$ cat config.mk
export PLATFORM = sky130hd
export DESIGN_NAME = arp_cache
export DESIGN_NICKNAME = d
export VERILOG_FILES = /design/src/rtl/arp_cache.sv
export SDC_FILE = /design/constraint.sdc
export NUM_CORES = 2
export LEC_CHECK = 0
export CORE_MARGIN = 10
export CORE_UTILIZATION = 60
export DETAILED_ROUTE_END_ITERATION = 12
export GPL_TIMING_DRIVEN = 0
export HOLD_SLACK_MARGIN = 0.02
export PLACE_DENSITY = 0.87
export SLEW_MARGIN = 10
export SYNTH_ARGS = -nofsm -noshare
export SYNTH_HDL_FRONTEND = slang
export SYNTH_SLANG_ARGS = --single-unit
$ cat constraint.sdc
create_clock -name i_clk -period 13.5 [get_ports i_clk]
set_input_delay 2.025 -clock i_clk [delete_from_list [all_inputs] [get_ports i_clk]]
set_output_delay 2.025 -clock i_clk [all_outputs]
set_load 0.005 [all_outputs]
$ cat src/rtl/arp_cache.sv
// arp_cache: IP-to-MAC cache with per-entry aging, free-slot-first / round-robin replacement
// and a same-IP back-to-back update bypass. Define ARP_CACHE_FLUSH_EN to add the i_flush port.
module arp_cache #(
  parameter int DEPTH     = 16,
  parameter int AGE_W     = 8,
  parameter int AGE_LIMIT = 200,
  parameter int TICK_DIV  = 156250
) (
  input  logic                     i_clk,
  input  logic                     i_rst,
  input  logic                     i_upd_valid,
  input  logic [31:0]              i_upd_ip,
  input  logic [47:0]              i_upd_mac,
  input  logic                     i_seek_valid,
  input  logic [31:0]              i_seek_ip,
`ifdef ARP_CACHE_FLUSH_EN
  input  logic                     i_flush,
`endif
  output logic                     o_seek_valid,
  output logic                     o_seek_hit,
  output logic [47:0]              o_seek_mac,
  output logic [$clog2(DEPTH):0]   o_count
);
  // Valid-only interfaces: a request is accepted on every cycle its valid is high; there is
  // no backpressure, and o_seek_valid is i_seek_valid delayed by exactly one cycle.
  localparam int IDX_W = $clog2(DEPTH);
  localparam int CNT_W = $clog2(TICK_DIV + 1);
  localparam logic [AGE_W-1:0] AGE_MAX = '1;
  localparam logic [AGE_W-1:0] AGE_LIM = AGE_W'(AGE_LIMIT);

  logic flush;
`ifdef ARP_CACHE_FLUSH_EN
  assign flush = i_flush;
`else
  assign flush = 1'b0;
`endif

  logic [31:0]      tbl_ip  [DEPTH];
  logic [47:0]      tbl_mac [DEPTH];
  logic [AGE_W-1:0] tbl_age [DEPTH];
  logic [AGE_W-1:0] age_inc [DEPTH];
  logic [DEPTH-1:0] tbl_valid;

  logic             s1_valid, s1_hit;
  logic [IDX_W-1:0] s1_idx;
  logic [31:0]      s1_ip;
  logic [47:0]      s1_mac;

  logic             match_hit, free_found, wr_en, bypass, tick, seek_hit_c;
  logic [IDX_W-1:0] match_idx, free_idx, wr_idx, victim;
  logic [CNT_W-1:0] tick_cnt;
  logic [47:0]      seek_mac_c;
  logic [IDX_W:0]   cnt_c;

  // S1 compare: only valid entries can match, so IP 0 never hits a cleared slot.
  always_comb begin
    match_hit = 1'b0;
    match_idx = '0;
    for (int i = 0; i < DEPTH; i++) begin
      if (tbl_valid[i] && tbl_ip[i] == i_upd_ip) begin
        match_hit = 1'b1;
        match_idx = IDX_W'(i);
      end
    end
  end

  // S2 target: hit index, else lowest free slot, else the round-robin victim.
  always_comb begin
    free_found = 1'b0;
    free_idx   = '0;
    for (int i = DEPTH - 1; i >= 0; i--) begin
      if (!tbl_valid[i]) begin
        free_found = 1'b1;
        free_idx   = IDX_W'(i);
      end
    end
    wr_en = s1_valid & ~flush;
    if (s1_hit)          wr_idx = s1_idx;
    else if (free_found) wr_idx = free_idx;
    else                 wr_idx = victim;
  end

  // A request following a write of the same IP reuses that write's slot.
  assign bypass = s1_valid && (s1_ip == i_upd_ip);
  assign tick   = (tick_cnt == CNT_W'(TICK_DIV - 1));

  always_comb begin
    for (int i = 0; i < DEPTH; i++) begin
      age_inc[i] = (tbl_age[i] == AGE_MAX) ? AGE_MAX : tbl_age[i] + AGE_W'(1);
    end
  end

  always_comb begin
    seek_hit_c = 1'b0;
    seek_mac_c = '1;
    cnt_c      = '0;
    for (int i = 0; i < DEPTH; i++) begin
      if (tbl_valid[i] && tbl_ip[i] == i_seek_ip) begin
        seek_hit_c = 1'b1;
        seek_mac_c = tbl_mac[i];
      end
      cnt_c = cnt_c + (IDX_W + 1)'(tbl_valid[i]);
    end
  end

  always_ff @(posedge i_clk or posedge i_rst) begin
    if (i_rst) begin
      s1_valid <= 1'b0;
      s1_hit   <= 1'b0;
      s1_idx   <= '0;
      s1_ip    <= '0;
      s1_mac   <= '0;
    end else begin
      s1_valid <= i_upd_valid && (i_upd_ip != 32'd0) && !flush;
      s1_hit   <= bypass || match_hit;
      s1_idx   <= bypass ? wr_idx : match_idx;
      s1_ip    <= i_upd_ip;
      s1_mac   <= i_upd_mac;
    end
  end

  always_ff @(posedge i_clk) begin
    if (wr_en) begin
      tbl_ip[wr_idx]  <= s1_ip;
      tbl_mac[wr_idx] <= s1_mac;
    end
  end

  // A write beats a same-cycle age tick on its entry; flush beats both.
  always_ff @(posedge i_clk or posedge i_rst) begin
    if (i_rst) begin
      tbl_valid <= '0;
      for (int i = 0; i < DEPTH; i++) tbl_age[i] <= '0;
    end else if (flush) begin
      tbl_valid <= '0;
      for (int i = 0; i < DEPTH; i++) tbl_age[i] <= '0;
    end else begin
      for (int i = 0; i < DEPTH; i++) begin
        if (wr_en && wr_idx == IDX_W'(i)) begin
          tbl_valid[i] <= 1'b1;
          tbl_age[i]   <= '0;
        end else if (tick && tbl_valid[i]) begin
          tbl_age[i] <= age_inc[i];
          if (age_inc[i] >= AGE_LIM) tbl_valid[i] <= 1'b0;
        end
      end
    end
  end

  always_ff @(posedge i_clk or posedge i_rst) begin
    if (i_rst) begin
      victim       <= '0;
      tick_cnt     <= '0;
      o_seek_valid <= 1'b0;
      o_seek_hit   <= 1'b0;
      o_seek_mac   <= '1;
      o_count      <= '0;
    end else begin
      if (flush)
        victim <= '0;
      else if (wr_en && !s1_hit && !free_found)
        victim <= victim + IDX_W'(1);
      tick_cnt     <= tick ? '0 : tick_cnt + CNT_W'(1);
      o_seek_valid <= i_seek_valid;
      o_seek_hit   <= i_seek_valid && seek_hit_c;
      o_seek_mac   <= (i_seek_valid && seek_hit_c) ? seek_mac_c : '1;
      o_count      <= cnt_c;
    end
  end
endmodule

# Yosys cells after proc, flatten, opt, wreduce, memory -nomap -nowiden
# Memories as Yosys holds them, arrays and structs flattened.
# Index checks and enable logic that the tools add are counted.
# word_totals
reg_bits	307
latchBits	0
ram_bits	1280
romBits	0
inputBits	116
elab_cells	479
n_memories	2
# mem_list
name	depth	width	rd	rd_clocked_by_memory_dff	write_ports	line_no	text
tbl_mac	16	48	16	0	1	39	logic [47:0] tbl_mac [DEPTH];
tbl_ip	16	32	16	0	1	38	logic [31:0] tbl_ip [DEPTH];
# classes
addsub	33
mul	0
n_div	0
order_cmp	16
eq_ne	65
shifts	0
mux	198
bitwise	0
n_reduce_logical	122
# op_table
op	n
== test 32 bit	33
two-way mux 48 bit	17
two-way mux 8 bit	48
adder 8 x 1 -> 8 bit (second input constant)	16
== test 8 bit (second input constant)	16
greater-or-equal comparator 8 bit (second input constant)	16
two-way mux 4 bit	27
two-way mux 1 bit	99
logical AND 1 bit	69
nonzero test 2 bit	32
adder 5 x 1 -> 5 bit	11
== test 4 bit (second input constant)	8
AND reduction 2 bit	16
nonzero test 32 bit	1
adder 18 x 1 -> 18 bit (second input constant)	1
== test 18 bit (second input constant)	1
two-way mux 18 bit	1
== test 4 x 3 -> 1 bit (second input constant)	4
two-way mux 3 bit	4
== test 4 x 2 -> 1 bit (second input constant)	2
adder 4 x 1 -> 5 bit	1
adder 3 x 1 -> 4 bit	1
adder 4 x 1 -> 4 bit (second input constant)	1
== test 4 x 1 -> 1 bit (second input constant)	1
6 further kinds	8

# Depth between registers and ports, before layout
# logic_depth
depth_word	22
ltp_mapped	15
mapped_depth_nobuf	12

# Worst setup path before layout
# Ideal clock, no wire load.
# synth_timing
path_kind	register to register
startpoint	register tbl_valid[7]
endpoint	memory tbl_ip[6][0], enable pin
setup_time_ns	0.533
arrival_time_ns	5.410
t_required_ns	12.967
setup_slack_ns	7.558
path_stages_with_launch	12
path_buffers	2
cell_sequence	dfrtp_1 clkbuf_1 inv_1 nor4_1 nand2_1 nor2_1 nand2_1 o211ai_1 o21ai_1 nand2b_1 clkbuf_1 nor2_1
# synth_between
elab_chain_len	10
# synth_lines
item	line_no	text
start: declaration	42	logic [DEPTH-1:0] tbl_valid;
start signal: assignment	132	tbl_valid <= '0;
start signal: assignment	135	tbl_valid <= '0;
start signal: indexed assignment	140	tbl_valid[i] <= 1'b1;
two-way mux 4 bit / two-way mux 1 bit (equally long branches) (8 in a row)	72	if (!tbl_valid[i]) begin
two-way mux 4 bit *	79	else if (free_found) wr_idx = free_idx;
two-way mux 4 bit *	78	if (s1_hit) wr_idx = s1_idx;
end: declaration	38	
# Every way passes the cells marked *; elsewhere a longest branch is shown, timed or not.

# Worst setup path in the final report
# layout_timing
startpoint	input i_upd_ip[6]
endpoint	register s1_idx[2]
# layout_between
elab_chain_len	15
# layout_lines
item	line_no	text
start: declaration	12	input logic [31:0] i_upd_ip,
== test 32 bit	60	if (tbl_valid[i] && tbl_ip[i] == i_upd_ip) begin
logical AND 1 bit	60	
two-way mux 3 bit (4 in a row)	60	
two-way mux 4 bit (8 in a row)	60	
two-way mux 4 bit *	116	s1_idx <= bypass ? wr_idx : match_idx;
end signal: assignment	116	
end: declaration	45	logic [IDX_W-1:0] s1_idx;
# Marked as above.
# A chain may end at the register's enable or synchronous reset.

==> results summary <==
The run finished, with violations left. The checks that failed: max-capacitance violations, max-slew violations. The final number of hold-violating endpoints came out at 0. For this run, the number of standard cells in the final layout without fillers is 7830. The via count came out at 56200. Once placement finished, the instance area stood at 0.0774 mm^2. The final worst hold slack is 0.491 ns. The internal portion of the total power is 9850 uW.

The final count of pins violating max slew is 259. The via density per instance came out at 7.18. The die covers 0.135 mm^2. The count of unique library cells instantiated by Yosys came out at 69. The switching share of total power is 30.0%. The biggest fanout along the worst timing path came out at 10. The count of flip-flops with a built-in enable after synthesis came out at 1280.

TritonCTS built the clock tree. On the final layout, the worst clock skew is 0.0681 ns. The largest net degree at the start of global routing came out at 92. The final routed wirelength across all metal layers is 258000 um. The maximum single-stage delay on the critical path came out at 1.20 ns. The overall die height came out at 368 um. The final routed DRC violation total is 0. The total routing usage reported by global routing came out at 36.7%. The number of maximum-capacitance constraint violations is 16. The count of nets left with antenna violations once routing finished came out at 0. The startpoint identified for the worst register-to-register timing path is tbl_valid[7]. The synthesized netlist net count came out at 5855. The worst-case hold path end point is tick_cnt[11]. The post-cts repair resize count came out at 0. The worst voltage drop across the vdd grid came out at 0.341 mV. The post-synthesis instance total is 5705. The DRC violation total after the first TritonRoute iteration came out at 11000.

The tree is rooted in a sky130_fd_sc_hd__clkbuf_16. The count of cells along the worst register-to-register path is 12. The wire length per cell after detailed routing came out at 33.0 um. Walking the worst path, the cells encountered are clkdlybuf4s50_1 -> clkbuf_1 -> clkbuf_1 -> xor2_1 -> nor4_1 -> nand4_1 -> nor3_1 -> nand3b_1 -> nor2_1 -> a22oi_1. The worst path arrival time is 7.15 ns. The layout overhead on the synthesized area is 14.4%.

The share of cells above drive strength 1 is 11.1%. Buffers inserted during clock tree synthesis total 159. The final cell area excluding filler cells came out at 0.0831 mm^2. 171 I/O pins were placed. The count of buffers inserted at the top-level ports came out at 138.

Hold repair after CTS inserted 0 buffers. The number of buffers inserted to repair setup after CTS came out at 0. The endpoint required time on the critical path came out at 14.23 ns. The maximum frequency from static timing analysis is 156 MHz. In the synthesized netlist the async set-or-reset flop fraction comes to 19.3%. The portion of total power attributed to combinational logic is 18.4%. The count of endpoints failing setup in the final report came out at 0.

The sequential share of the synthesized area is 63.6%. Once placement completed, the tool counted placed cells totaling 7517. The most numerous cell type found on the critical path is sky130_fd_sc_hd__clkbuf_1.

In this run the worst hold path is classified as reg -> reg. CTS built an H-tree with a depth of 4. The switching power total is 4210 uW.

The setup TNS came out at 0 ns. The cell accounting for the most synthesized area is sky130_fd_sc_hd__edfxtp_1. The share of power burned in the clock network came out at 33.3%.

The cell area after synthesis is 0.0726 mm^2. The number of synthesized register bits came out at 1587. The fill cell total of the finished layout came out at 7535.

The startpoint identified for the worst hold timing path is tick_cnt[11]. The worst setup path is launched from an input pin. The clock network latency to the later pin of the worst-skew pair came out at 0.85 ns. The initial utilization of the core area, before any placement, comes to 60.5%. Among all stages on the critical path, the largest delay is contributed by sky130_fd_sc_hd__clkbuf_1. The final global-route overflow total came out at 0. The hold path depth came out at 1. The clock passes through at most 3 buffers. The first global-routing pass estimated 364000 um of wire. The worst register-to-register path ends at tbl_ip[7][23]. The mean instance size in the synthesized netlist is 12.7 um^2.

The number of antenna violations at the first check in global routing is 28. The slack of the worst reg-to-reg path is 8.61 ns. The HPWL after detailed placement is 161000 um. The sequential group share of total power is 48.3%. The critical path is of the in -> reg type.

The count of nets after finishing came out at 6217. Setup repair after global routing left no endpoint under its margin. The clock-pin slew of the registers on the worst-case setup and hold paths is 0.06 ns. The fraction of the cycle the final worst path needs came out at 47.6%. The ratio of total power to cell area is 169 mW/mm^2. In this run the standard cell core region covers 0.120 mm^2. The final weighted congestion in routability-driven placement came out at 1.02.

The number of iterations in the first detailed-routing pass is 9. In the synthesized netlist the dominant register cell turns out to be sky130_fd_sc_hd__edfxtp_1. The transition time at the pin with the least slew margin is 1.63 ns. The number of global-route vias before repair was 54500.

The total design power is 14100 uW. For the finished layout, the period the worst path requires is 6.42 ns. Ranked by total cell area, the synthesized netlist is headed by sky130_fd_sc_hd__edfxtp_1, sky130_fd_sc_hd__dfrtp_1, sky130_fd_sc_hd__xnor2_1. The floorplan has 127 rows.

The worst setup path is captured at a flip-flop. The leakage component of the power came out at 0.0280 uW. The tightest slew margin relative to the limit is -8.47%. The Yosys step of the flow raised 0 warnings.

The width of the chip is 368 um. The share of Yosys cell area claimed by the top area cell type is 52.9%. The clock sink count came out at 1587.
## per-stage QoR
step	utilization (%)	setup slack (ns)
final	69.3	7.08
after global routing	69.2	7.30
after CTS	69.1	7.57
after detailed placement	64.5	6.73
after global placement	63.4	-1.68
after floorplan	-	3.07
## layer usage
metal / global-route usage (%) / routed length (um) / up-vias
li1: - / - / 21700
met1: 42.5 / 80200 / 26700
met2: 53.1 / 109000 / 6045
met3: 17.3 / 45400 / 1724
met4: 26.7 / 23400 / 32
met5: 0.569 / 377 / -
## logic make-up after synthesis
kind of cell	synth area share, %
multiplexers	0.172
adder cells (fa/ha/maj)	0.689
AND/OR/NAND/NOR	11.1
AO/OA/AOI/OAI	8.81
buffers and inverters	2.62
XOR/XNOR	13.0
flip-flops	63.6
## flip-flops by register name, indices dropped and copies added, names as in the netlist
signal,count
o_count,5
o_seek_mac,48
s1_ip,32
victim,4
s1_idx,4
tbl_age,128
tbl_ip,512
o_seek_valid,1
s1_mac,48
tick_cnt,18
s1_hit,1
tbl_valid,16
o_seek_hit,1
s1_valid,1
tbl_mac,768
## how the worst max path moves through the flow
stage | start | endpoint | slack, ns | cells after the start
finish | i_upd_ip[6] | s1_idx[2] | 7.08 | 10
global placement | i_rst | tbl_age[100] | -1.68 | 2
detailed placement | i_upd_ip[4] | s1_idx[0] | 6.73 | 12
CTS | i_upd_ip[4] | s1_idx[0] | 7.57 | 12
global route | i_seek_ip[16] | o_seek_mac[7] | 7.30 | 13
floorplan | i_rst | o_count[0] | 3.07 | 1
## layout make-up
type	count	area, um^2	share of cell area, %
flip-flops and latches	1587	46200	55.6
multi-input cells	3692	24700	29.8
clock buffers	205	4360	5.25
repair buffers	201	2640	3.18
well taps	1612	2020	2.43
plain buffers	337	1600	1.93
clock inverters	86	1150	1.38
inverters	89	342	0.411
diodes	21	52.6	0.0633
## cells in the mapped netlist, drive strengths merged, types with 18 or more instances
cell,number
nand3b,19
o2111ai,51
nand2,298
nand2b,18
nand3,118
inv,89
o21ai,404
or3,51
and3,71
clkbuf,197
nor4,146
dfstp,48
o221ai,48
nor2,411
and2,28
a31oi,19
a211oi,27
a22oi,97
a311oi,41
buf,140
edfxtp,1280
xnor2,674
a21oi,246
nor3,124
nor3b,47
nand4,184
xor2,401
ha,24
dfrtp,259
## layout by cell type, fill, tap and decap left out, types with 21 or more instances in the layout
cell / n
sky130_fd_sc_hd__o21ai_1: 42
sky130_fd_sc_hd__clkbuf_1: 207
sky130_fd_sc_hd__and3_1: 70
sky130_fd_sc_hd__dfrtp_1: 244
sky130_fd_sc_hd__o221ai_1: 48
sky130_fd_sc_hd__ha_1: 24
sky130_fd_sc_hd__nand4_1: 184
sky130_fd_sc_hd__clkdlybuf4s50_1: 138
sky130_fd_sc_hd__buf_2: 87
sky130_fd_sc_hd__nor3_1: 121
sky130_fd_sc_hd__clkinv_2: 27
sky130_fd_sc_hd__nor2_1: 357
sky130_fd_sc_hd__nor2_2: 38
sky130_fd_sc_hd__diode_2: 21
sky130_fd_sc_hd__a22oi_1: 57
sky130_fd_sc_hd__buf_12: 42
sky130_fd_sc_hd__o2111ai_1: 51
sky130_fd_sc_hd__xnor2_1: 674
sky130_fd_sc_hd__nand2_1: 296
sky130_fd_sc_hd__clkbuf_16: 161
sky130_fd_sc_hd__inv_1: 88
sky130_fd_sc_hd__o21ai_0: 322
sky130_fd_sc_hd__a21oi_1: 246
sky130_fd_sc_hd__a211oi_1: 27
sky130_fd_sc_hd__a22oi_2: 40
sky130_fd_sc_hd__xor2_1: 401
sky130_fd_sc_hd__edfxtp_1: 1280
sky130_fd_sc_hd__o21ai_2: 40
sky130_fd_sc_hd__a311oi_1: 41
sky130_fd_sc_hd__buf_4: 22
sky130_fd_sc_hd__dfstp_2: 48
sky130_fd_sc_hd__or3_1: 51
sky130_fd_sc_hd__nor3b_1: 47
sky130_fd_sc_hd__nand3_1: 116
sky130_fd_sc_hd__buf_6: 23
sky130_fd_sc_hd__nor4_1: 134
sky130_fd_sc_hd__and2_1: 24
## critical path: cells and delay by family
kind	cells	cell delay, ns
buffers and inverters	3	2.72
AND/OR/NAND/NOR	5	2.04
AO/OA/AOI/OAI	1	0.17
XOR/XNOR	1	0.16
## power groups by stage
stage	sequential [uW]	clock, uW	combinational, uW
floorplan	6770	0	1430
global placement	6990	0	2100
detailed placement	6830	0	2450
CTS	6750	4640	2490
global route	6810	4830	2680
finish	6790	4680	2590
No activity file was read; power rests on OpenSTA's default activity.
